**config.mk**
```make
export PLATFORM = sky130hd
export DESIGN_NAME = ov7670_sccb_config_flat
export DESIGN_NICKNAME = d
export VERILOG_FILES = /design/src/rtl/ov7670_sccb_config_pkg.sv /design/src/rtl/ov7670_sccb_config_if.sv /design/src/rtl/ov7670_config_rom.sv /design/src/rtl/ov7670_sccb_config.sv /design/src/flat_wrapper.sv
export SDC_FILE = /design/constraint.sdc
export NUM_CORES = 1
export LEC_CHECK = 0
export CORE_MARGIN = 3
export CORE_UTILIZATION = 30
export CTS_CLUSTER_DIAMETER = 50
export DETAILED_ROUTE_END_ITERATION = 12
export HOLD_SLACK_MARGIN = 0.02
export PLACE_DENSITY_LB_ADDON = 0.05
export SYNTH_ARGS = -nofsm -noshare
export SYNTH_HDL_FRONTEND = slang
export SYNTH_SLANG_ARGS = --single-unit
```
**constraint.sdc**
```tcl
create_clock -name clk -period 5.45 [get_ports clk]
set_input_delay 0.8175 -clock clk [delete_from_list [all_inputs] [get_ports clk]]
set_output_delay 0.8175 -clock clk [all_outputs]
set_load 0.03 [all_outputs]
```
**src/rtl/ov7670_sccb_config_pkg.sv**
```systemverilog
// ov7670_pkg: shared types and constants for the OV7670 SCCB configuration
// sequencer.
//   state_t        sequencer states
//   SCCB_DEV_ADDR  OV7670 write address (7-bit 0x21 plus write bit)
//   CFG_END        table end marker
//   CFG_DELAY      table delay marker (inserts a DELAY_CYCLES wait)
//   is_ack_bit()   true for the 9th (don't-care / ACK) bit of each phase
package ov7670_pkg;

  typedef enum logic [2:0] {
    ST_IDLE  = 3'd0,
    ST_WAIT  = 3'd1,
    ST_FETCH = 3'd2,
    ST_START = 3'd3,
    ST_BITS  = 3'd4,
    ST_STOP  = 3'd5,
    ST_GAP   = 3'd6,
    ST_DONE  = 3'd7
  } state_t;

  localparam logic [7:0]  SCCB_DEV_ADDR = 8'h42;
  localparam logic [15:0] CFG_END       = 16'hFFFF;
  localparam logic [15:0] CFG_DELAY     = 16'hFFF0;
  localparam logic [4:0]  LAST_BIT      = 5'd26;

  function automatic logic is_ack_bit(input logic [4:0] b);
    return (b == 5'd8) || (b == 5'd17) || (b == 5'd26);
  endfunction

endpackage

```
**src/rtl/ov7670_sccb_config_if.sv**
```systemverilog
// ov7670_sccb_config_if: control/status and SCCB pin bundle of the sequencer.
//   start      request to (re)run the table (single cycle)
//   sio_c      SCCB clock
//   sio_d_out  SIO_D drive value
//   sio_d_oe   1 = drive sio_d_out, 0 = release (pulled high)
//   busy/done  sequence in progress / table completed
//   cfg_idx    current table index (debug)
// master = sequencer side, slave = system/top-level side.
interface ov7670_sccb_config_if;
  logic       start;
  logic       sio_c;
  logic       sio_d_out;
  logic       sio_d_oe;
  logic       busy;
  logic       done;
  logic [5:0] cfg_idx;

  modport master (
    input  start,
    output sio_c, sio_d_out, sio_d_oe, busy, done, cfg_idx
  );

  modport slave (
    output start,
    input  sio_c, sio_d_out, sio_d_oe, busy, done, cfg_idx
  );
endinterface

```
**src/rtl/ov7670_config_rom.sv**
```systemverilog
// ov7670_config_rom: combinational 64x16 register table, {reg, val} per entry.
//   i_addr  table index
//   o_data  entry; FFF0 = delay marker, FFFF = end marker
// Contents: soft reset, settle delay, QVGA RGB565, then QQVGA 160x120 scaling.
module ov7670_config_rom (
  input  logic [5:0]  i_addr,
  output logic [15:0] o_data
);

  always_comb begin
    o_data = 16'hFFFF;
    case (i_addr)
      6'd0:  o_data = 16'h12_80; // COM7: soft reset
      6'd1:  o_data = 16'hFFF0; // let the sensor come out of reset
      6'd2:  o_data = 16'h12_14; // COM7: QVGA, RGB
      6'd3:  o_data = 16'h40_D0; // COM15: RGB565, full range
      6'd4:  o_data = 16'h3A_04; // TSLB
      6'd5:  o_data = 16'h0C_04; // COM3: enable scaling
      6'd6:  o_data = 16'h3E_1A; // COM14: manual scaling, PCLK /4
      6'd7:  o_data = 16'h70_3A; // SCALING_XSC
      6'd8:  o_data = 16'h71_35; // SCALING_YSC
      6'd9:  o_data = 16'h72_22; // SCALING_DCWCTR: downsample by 4
      6'd10: o_data = 16'h73_F2; // SCALING_PCLK_DIV: /4
      6'd11: o_data = 16'hA2_02; // SCALING_PCLK_DELAY
      6'd12: o_data = 16'h17_16; // HSTART
      6'd13: o_data = 16'h18_04; // HSTOP
      6'd14: o_data = 16'h32_A4; // HREF
      6'd15: o_data = 16'h19_02; // VSTART
      6'd16: o_data = 16'h1A_7A; // VSTOP
      6'd17: o_data = 16'h03_0A; // VREF
      default: o_data = 16'hFFFF;
    endcase
  end

endmodule

```
**src/rtl/ov7670_sccb_config.sv**
```systemverilog
// ov7670_sccb_config: walks ov7670_config_rom and issues one SCCB 3-phase
// write (dev addr, reg, val; ACK ignored) per entry. Runs once after reset
// when AUTO_START is set, and again on bus.start while idle/done.
//   clk    system clock
//   reset  asynchronous, active-high
//   bus    ov7670_sccb_config_if.master (start in; SCCB pins, busy, done,
//          cfg_idx out)
// Bus outputs are decoded from registered state, so an asserted reset
// releases the bus in the same cycle.
module ov7670_sccb_config
  import ov7670_pkg::*;
#(
  parameter int unsigned CLK_FREQ_HZ  = 100_000_000,
  parameter int unsigned SCCB_FREQ_HZ = 100_000,
  parameter int unsigned DELAY_CYCLES = 1_000_000,
  parameter bit          AUTO_START   = 1'b1
) (
  input logic                  clk,
  input logic                  reset,
  ov7670_sccb_config_if.master bus
);

  localparam int unsigned QTR_RAW = CLK_FREQ_HZ / (4 * SCCB_FREQ_HZ);
  localparam int unsigned QTR     = (QTR_RAW < 2) ? 2 : QTR_RAW;
  localparam int unsigned QW      = $clog2(QTR);
  localparam int unsigned DW      = $clog2(DELAY_CYCLES + 1);

  state_t          r_state;
  logic [5:0]      r_idx;
  logic [DW-1:0]   r_dly;
  logic [QW-1:0]   r_qcnt;
  logic [1:0]      r_q;
  logic [4:0]      r_bit;
  logic [26:0]     r_frame;

  logic [15:0]     w_rom;
  logic [15:0]     w_entry;
  logic            w_qend;
  logic            w_sio_c;
  logic            w_sda_out;
  logic            w_sda_oe;

  ov7670_config_rom u_rom (
    .i_addr (r_idx),
    .o_data (w_rom)
  );

  // The last slot is never fetched as data, so a table without an end
  // marker still terminates.
  assign w_entry = (r_idx == 6'd63) ? CFG_END : w_rom;
  assign w_qend  = (r_qcnt == QW'(QTR - 1));

  always_ff @(posedge clk or posedge reset) begin
    if (reset) begin
      r_state <= ST_IDLE;
      r_idx   <= '0;
      r_dly   <= '0;
      r_qcnt  <= '0;
      r_q     <= '0;
      r_bit   <= '0;
      r_frame <= '0;
    end else begin
      case (r_state)
        ST_IDLE: begin
          if (AUTO_START || bus.start) begin
            r_state <= ST_WAIT;
            r_idx   <= '0;
            r_dly   <= '0;
          end
        end
        ST_WAIT: begin
          if (r_dly == DW'(DELAY_CYCLES - 1)) begin
            r_dly   <= '0;
            r_state <= ST_FETCH;
          end else begin
            r_dly <= r_dly + 1'b1;
          end
        end
        ST_FETCH: begin
          r_qcnt <= '0;
          r_q    <= '0;
          r_bit  <= '0;
          if (w_entry == CFG_END) begin
            r_state <= ST_DONE;
          end else if (w_entry == CFG_DELAY) begin
            r_idx   <= r_idx + 1'b1;
            r_state <= ST_WAIT;
          end else begin
            // ACK slots hold a dummy 1; they are never driven.
            r_frame <= {SCCB_DEV_ADDR, 1'b1, w_entry[15:8], 1'b1,
                        w_entry[7:0], 1'b1};
            r_state <= ST_START;
          end
        end
        ST_START, ST_BITS, ST_STOP, ST_GAP: begin
          r_qcnt <= w_qend ? '0 : r_qcnt + 1'b1;
          if (w_qend) begin
            r_q <= r_q + 1'b1;
            case (r_state)
              ST_START: if (r_q == 2'd1) begin
                r_q     <= '0;
                r_state <= ST_BITS;
              end
              ST_BITS: if (r_q == 2'd3) begin
                // r_q wraps to 0 naturally at each bit boundary
                if (r_bit == LAST_BIT) begin
                  r_state <= ST_STOP;
                end else begin
                  r_bit   <= r_bit + 1'b1;
                  r_frame <= {r_frame[25:0], 1'b0};
                end
              end
              ST_STOP: if (r_q == 2'd2) begin
                r_q     <= '0;
                r_state <= ST_GAP;
              end
              default: if (r_q == 2'd3) begin
                r_q     <= '0;
                r_idx   <= r_idx + 1'b1;
                r_state <= ST_FETCH;
              end
            endcase
          end
        end
        ST_DONE: begin
          if (bus.start) begin
            r_idx   <= '0;
            r_dly   <= '0;
            r_state <= ST_WAIT;
          end
        end
        default: r_state <= ST_IDLE;
      endcase
    end
  end

  always_comb begin
    w_sio_c   = 1'b1;
    w_sda_out = 1'b1;
    w_sda_oe  = 1'b0;
    case (r_state)
      ST_START: begin
        w_sda_oe  = 1'b1;
        w_sda_out = (r_q == 2'd0);
      end
      ST_BITS: begin
        w_sio_c = (r_q == 2'd1) || (r_q == 2'd2);
        if (!is_ack_bit(r_bit)) begin
          w_sda_oe  = 1'b1;
          w_sda_out = r_frame[26];
        end
      end
      ST_STOP: begin
        w_sio_c   = (r_q != 2'd0);
        w_sda_oe  = 1'b1;
        w_sda_out = (r_q == 2'd2);
      end
      default: ;
    endcase
  end

  assign bus.sio_c     = w_sio_c;
  assign bus.sio_d_out = w_sda_out;
  assign bus.sio_d_oe  = w_sda_oe;
  assign bus.busy      = (r_state != ST_IDLE) && (r_state != ST_DONE);
  assign bus.done      = (r_state == ST_DONE);
  assign bus.cfg_idx   = r_idx;

endmodule

```
**src/flat_wrapper.sv**
```systemverilog
// flat-port wrapper written by rule: the top's interface ports become plain ports
module ov7670_sccb_config_flat import ov7670_pkg::*;
#(
  parameter int unsigned CLK_FREQ_HZ  = 100_000_000,
  parameter int unsigned SCCB_FREQ_HZ = 100_000,
  parameter int unsigned DELAY_CYCLES = 1_000_000,
  parameter bit          AUTO_START   = 1'b1
)
  (clk, reset, bus_start, bus_sio_c, bus_sio_d_out, bus_sio_d_oe, bus_busy, bus_done, bus_cfg_idx);
  ov7670_sccb_config_if bus_i ();
  input logic clk;
  input logic reset;
  input wire logic [$bits(bus_i.start)-1:0] bus_start;
  output wire logic [$bits(bus_i.sio_c)-1:0] bus_sio_c;
  output wire logic [$bits(bus_i.sio_d_out)-1:0] bus_sio_d_out;
  output wire logic [$bits(bus_i.sio_d_oe)-1:0] bus_sio_d_oe;
  output wire logic [$bits(bus_i.busy)-1:0] bus_busy;
  output wire logic [$bits(bus_i.done)-1:0] bus_done;
  output wire logic [$bits(bus_i.cfg_idx)-1:0] bus_cfg_idx;
  assign bus_i.start = bus_start;
  assign bus_sio_c = bus_i.sio_c;
  assign bus_sio_d_out = bus_i.sio_d_out;
  assign bus_sio_d_oe = bus_i.sio_d_oe;
  assign bus_busy = bus_i.busy;
  assign bus_done = bus_i.done;
  assign bus_cfg_idx = bus_i.cfg_idx;
  ov7670_sccb_config #(.CLK_FREQ_HZ(CLK_FREQ_HZ), .SCCB_FREQ_HZ(SCCB_FREQ_HZ), .DELAY_CYCLES(DELAY_CYCLES), .AUTO_START(AUTO_START)) u_core (.clk(clk), .reset(reset), .bus(bus_i));
endmodule
```
---- Yosys cells after proc, flatten, opt, wreduce, memory -nomap -nowiden ----
Memories as Yosys holds them, arrays and structs flattened.
Index checks and enable logic that the tools add are counted.
W data, S select, Z words.
word-level totals
  register bits ........................... 71
  memory bits (read-only) ................. 512
  input bits .............................. 3
  output and inout bits ................... 11
  memories ................................ 1
memory list
  memory           words  bits a word  read ports  clocked after memory_dff  wr ports  line                     text
  (no name shown)  32     16           1           0                         0         ov7670_config_rom.sv:12  case (i_addr)
operators by class
  $add $sub $neg .......................... 5
  equal/unequal tests ..................... 34
  multiplexer cells ....................... 49
  reduce and logical (&&, ||, !) cells .... 20
operator list
  operator                 count
  $mux W27                 6
  $pmux W20 S3             1
  $pmux W27 S2             1
  $mux W20                 2
  $mux W6                  6
  $eq A16 B16 Y1 const B   2
  $mux W16                 2
  $mux W3                  9
  $pmux W6 S4              1
  $add A20 B1 Y20 const B  1
  $eq A20 B20 Y1 const B   1
  $mux W5                  4
  $pmux W8 S2              1
  $pmux W3 S5              1
  $reduce_and A7 Y1        2
  $eq A3 B3 Y1 const B     4
  $ne A3 B2 Y1 const B     4
  $eq A5 B5 Y1 const B     2
  $mux W2                  5
  $ne A2 B1 Y1 const B     5
  $ne A2 B2 Y1 const B     5
  $pmux W5 S2              1
  $pmux W3 S3              1
  $add A8 B1 Y8 const B    1
  other kinds (31)         40

---- Depth between registers and ports, before layout ----
An unclocked memory read counts as a cell.
  depth in word-level cells ............... 7
  gate-level depth with buffers ........... 9
  mapped depth without buffers ............ 8

---- Hierarchy ----
From an unflattened synthesis, not the netlist that was laid out.
second synthesis, totals
  cell total of the unflattened synthesis .. 514
  area, all modules ....................... 4,606.9 um^2
modules (own cells, without submodules)
  module              instances  cells an instance  area each (um^2)  sequential area each (um^2)
  ov7670_sccb_config  1          429                4,033.9           1,776.7
  ov7670_config_rom   1          85                 573.0             0.0

---- Worst setup path after synthesis ----
No wires, ideal clock.
  kind .................................... reg-to-reg
  from .................................... reg u_core.r_idx[1], in the netlist u_core.bus.cfg_idx[1]
  to ...................................... reg u_core.r_frame[0]
  setup time .............................. 125 ps
  arrival time ............................ 2,526 ps
  setup slack ............................. 2,799 ps
  stages on the path, launching flop included .. 10
  path buffers ............................ 1
  clock period less this slack ............ 2,651 ps
  cells stage by stage .................... dfrtp_1 -> inv_1 -> ha_1 -> mux2_2 -> o211ai_1 -> nand4_2 -> nor2_2 -> a21oi_4 -> buf_12 -> mux2_4
on the way
  word-level cells in the longest chain between the ends .. 6
ends and longest elaborated chain
  element                            line                                                text
  start, declared                    ov7670_sccb_config.sv:29                            logic [5:0] r_idx;
  start signal, assigned             ov7670_sccb_config.sv:86                            r_idx <= r_idx + 1'b1;
  start signal, assigned             ov7670_sccb_config.sv:119                           r_idx <= r_idx + 1'b1;
  $mem_v2 Z32 W16                    n/a
  $mux W16                           ov7670_config_rom.sv:12
  $mux W16 *                         ov7670_sccb_config.sv:50                            assign w_entry = (r_idx == 6'd63) ? CFG_END : w_rom;
  $eq A16 B16 Y1 (on tied branches)  ov7670_sccb_config.sv:83, ov7670_sccb_config.sv:85
  $ne A2 B2 Y1 (no line)             n/a
  $reduce_and A7 Y1 (no line) *      n/a
  end signal, assigned               ov7670_sccb_config.sv:90                            r_frame <= {SCCB_DEV_ADDR, 1'b1, w_entry[15:8], 1'b1,
  end signal, assigned               ov7670_sccb_config.sv:110                           r_frame <= {r_frame[25:0], 1'b0};
  end, declared                      ov7670_sccb_config.sv:34                            logic [26:0] r_frame;
Mark *: on every way between the ends. The rest lies on a longest branch, timed or not.
A chain may end at the register's enable or synchronous reset.

---- Final worst setup path ----
  from .................................... reg u_core.r_state[2]
  to ...................................... out bus_sio_d_out
on the way
  word-level cells in the longest chain between the ends .. 2
ends and longest elaborated chain
  element                                       line                       text
  start, declared                               ov7670_sccb_config.sv:28   state_t r_state;
  start signal, assigned                        ov7670_sccb_config.sv:55   r_state <= ST_IDLE;
  start signal, assigned                        ov7670_sccb_config.sv:66   r_state <= ST_WAIT;
  start signal, assigned                        ov7670_sccb_config.sv:74   r_state <= ST_FETCH;
  $eq A3 B3 Y1 or $eq A3 B2 Y1 (tied branches)  ov7670_sccb_config.sv:141  case (r_state)
  $pmux W1 S3 *                                 ov7670_sccb_config.sv:141
  end, declared                                 flat_wrapper.sv:15         output wire logic [$bits(bus_i.sio_d_out)-1:0] bus_sio_d_out;
Marks and branches as above.

==> impl_metrics.tcl <==
set metrics [dict create \
    power_frac_comb_pct 50.1 \
    setup_tns_ns 0 \
    muxShareOfSynthArea_pct 6.88 \
    final-setup-viol-count 0 \
    ir_drop_mv 0.248 \
    synth_top_cell_area_share_pct 39.4 \
    fp-row-count 44 \
    core-area_um2 14600 \
    p_per_area_nw_per_um2 601 \
    area_delta_synth_final_pct 12.8 \
    total_power_w 0.00306 \
    finalHoldViolCount 0 \
    switching_share_pct 45.3 \
    clkTransAtPathRegs_ns 0.06 \
    die_h_um 129 \
    power_switching_w 0.00138 \
    fin_worst_skew_ns 0.00731 \
    tritoncts "done" \
    syn_avg_cell_area_um2 8.89 \
    ys_seq_area_share_pct 39.4 \
    num_antenna_cells 0 \
    internal_power_w 0.00167 \
    async_flop_share_pct 100 \
    ioPinCount 14 \
    track_usage_pct 14.4 \
    drive_above_1_share_pct 9.11 \
    pwr-share-seq_pct 29.6 \
    cts_buffers 9 \
    routed_wl_mm 11.2 \
    ys_warn_count 0 \
    synth_top_area_cell "dfrtp_1" \
    initial_core_util_pct 30.8 \
    hold_class "flop to flop" \
    synthDistinctLibCells 64 \
    post-route-period-util_pct 63.9 \
    critPathKind "flop to output port" \
    cp.required_ns 4.63 \
    port_buffers 13 \
    ys.flop_type "dfrtp_1" \
    postRouteAntennaNets 0 \
    path_max_fanout 21 \
    antenna_found_initial 0 \
    drt_iter0_drc 187 \
    clk_latency_ns 0.33 \
    hold_ws_ns 0.487 \
    rsz0062_at_grt "no" \
    maxCapViolCount 0 \
    synth_simple_gate_area_share_pct 19.7 \
    cts_sinks 71 \
    end_kind "output port" \
    viasPerCell 5.17 \
    period_needed_ns 3.48 \
    netlist_instances 507 \
    clockBufferDepth 2 \
    synth-xor-area-share_pct 4.08 \
    synth-adder-area-share_pct 6.10 \
    finalWeightedCongestion 0.787 \
    netlist_area_um2 4510 \
    grt_max_degree 39 \
    arrival_ns 2.66 \
    postCtsHoldBufs 0 \
    maxSlewHeadroom_pct 36.1 \
    final_nets 536 \
    p_clk_share_pct 20.3 \
    synthTopCellsByArea "dfrtp_1, ha_1, o21ai_0" \
    fmax_ghz 0.287 \
    htree_levels 3 \
    routedWlPerCell_um 16.0 \
    worst_pin_slew_ns 0.956 \
    synth-seq-cells 71 \
    critPathLaunchType "flop" \
    root_buffer "clkbuf_16" \
    synth_edf_count 0 \
    firstDrtPassIters 4 \
    finalMaxSlewViolations 0 \
    dp_hpwl_mm 7.64 \
    synth_top_family_by_area "simple AND/OR/NAND/NOR gates" \
    synth_nets 532 \
    cts_resized 0 \
    cts_setup_buffers 0 \
    grt.overflow.total 0 \
    grt_pass1_vias 3619 \
    status "complete, no violations" \
    grt_pass1_wl_mm 19.0 \
    vias 3617 \
    synth-compound-area-share_pct 18.1 \
    leakage_nw 2.12 \
    die_w_um 129 \
    die_area_um2 16500 \
    drc 0 \
]
==> flip-flops by register name, summed over array words and instances, names as in the netlist <==
signal,flops
u_core.r_q,2
u_core.r_bit,5
u_core.r_dly,20
u_core.r_qcnt,8
u_core.r_state,3
u_core.r_frame,27
u_core.bus.cfg_idx,6
==> synthesized netlist by cell type, types with 4 or more instances <==
cell type,number
dfrtp_1,71
nand2_1,52
o21ai_0,52
nor2_1,40
inv_1,32
nand3_1,27
a21oi_1,22
ha_1,22
clkbuf_1,12
mux2_2,12
xor2_1,12
nand2b_1,9
nor3_1,9
xnor2_1,9
a31oi_1,8
buf_2,8
mux2_4,7
mux2i_1,7
nand4_1,7
o211ai_1,7
nand4b_1,6
and3_1,5
nor2b_1,4
o41ai_1,4
or3_1,4
==> per-layer routing <==
metal  vias up  track usage [%]  wire length [um]
met3        11             3.32               316
met1      1746             19.4              5490
met2        54             23.2              5270
met4         0             4.08               141
met5         -                0                 0
li1       1806                -                 -
==> worst max-delay path, cell delays in order (launching register included) <==
cell and delay [ns]:
dfrtp_1 0.76, nor2b_1 0.49, o21ai_0 0.22, nor3_1 0.17
a21oi_1 0.06, clkdlybuf4s50_1 0.62
==> cell type report <==
type | instances | area, um^2
clock inverter | 4 | 52.6
tap | 184 | 230
multi-input combinational | 378 | 2480
inverter | 33 | 124
fill | 1552 | 9560
timing repair buffer | 18 | 168
sequential | 71 | 1780
clock buffer | 12 | 256
==> power by group through the flow <==
| stage | combinational (W) | clock [W] | sequential, W |
|---|---|---|---|
| 5_1_grt | 0.00172 | 0.000664 | 0.000940 |
| 3_3_place_gp | 0.00155 | 0 | 0.000915 |
| 3_5_place_dp | 0.00155 | 0 | 0.000910 |
| 2_1_floorplan | 0.00121 | 0 | 0.000813 |
| 4_1_cts | 0.00156 | 0.000644 | 0.000904 |
| 6_report | 0.00153 | 0.000620 | 0.000905 |
==> logic make-up (layout without fill, tap and decap cells) <==
family | after synthesis | count (layout)
AND/OR/NAND/NOR | 179 | 179
AO/OA/AOI/OAI | 130 | 130
flip-flops | 71 | 71
buffers and inverters | 58 | 67
multiplexers | 26 | 26
adder cells (fa/ha/maj) | 22 | 22
XOR/XNOR | 21 | 21
==> path summary, 6_finish.rpt <==
kind | startpoint | endpoint | slack [ns] | cells after the start
worst max-delay path | u_core.r_state[2] | bus_sio_d_out | 1.97 | 5
worst min-delay path | u_core.r_frame[18] | u_core.r_frame[18] | 0.49 | 1
worst max register to register | u_core.bus.cfg_idx[1] | u_core.r_frame[14] | 2.28 | 8
worst min register to register | u_core.r_frame[18] | u_core.r_frame[18] | 0.49 | 1
max in group asynchronous | reset | u_core.bus.cfg_idx[3] | 3.48 | 3
min in group asynchronous | reset | u_core.r_frame[19] | 0.98 | 2
==> through the flow <==
stage | setup slack [ns] | area, um^2 | std cells | util, %
floorplan | 2.80 | 4510 | 507 | -
global placement | 2.30 | 4780 | 684 | 32.6
detailed placement | 2.29 | 4780 | 684 | 32.6
CTS | 1.94 | 5090 | 700 | 34.7
global route | 1.76 | 5090 | 700 | 34.7
finish | 1.97 | 5090 | 700 | 34.7
==> placed cells by master, fill, tap and decap left out, drive strengths merged, types with 3 or more instances in the layout <==
master         instances
nor4                   3
o31a                   3
or3                    4
nor2                  41
o211ai                 7
o22ai                  3
a22oi                  3
clkinv                 3
inv                   33
nand4                  8
dfrtp                 71
nand3                 27
o41ai                  4
a21oi                 24
nor2b                  4
nand4b                 6
xor2                  12
a31oi                  8
and3                   5
nand2b                 9
nand2                 52
mux2                  19
xnor2                  9
o21bai                 3
o21a                   3
mux2i                  7
buf                    5
nor3                   9
ha                    22
clkdlybuf4s50         13
o21ai                 53
clkbuf                12
Note: power is estimated with default switching activity, not from simulation.
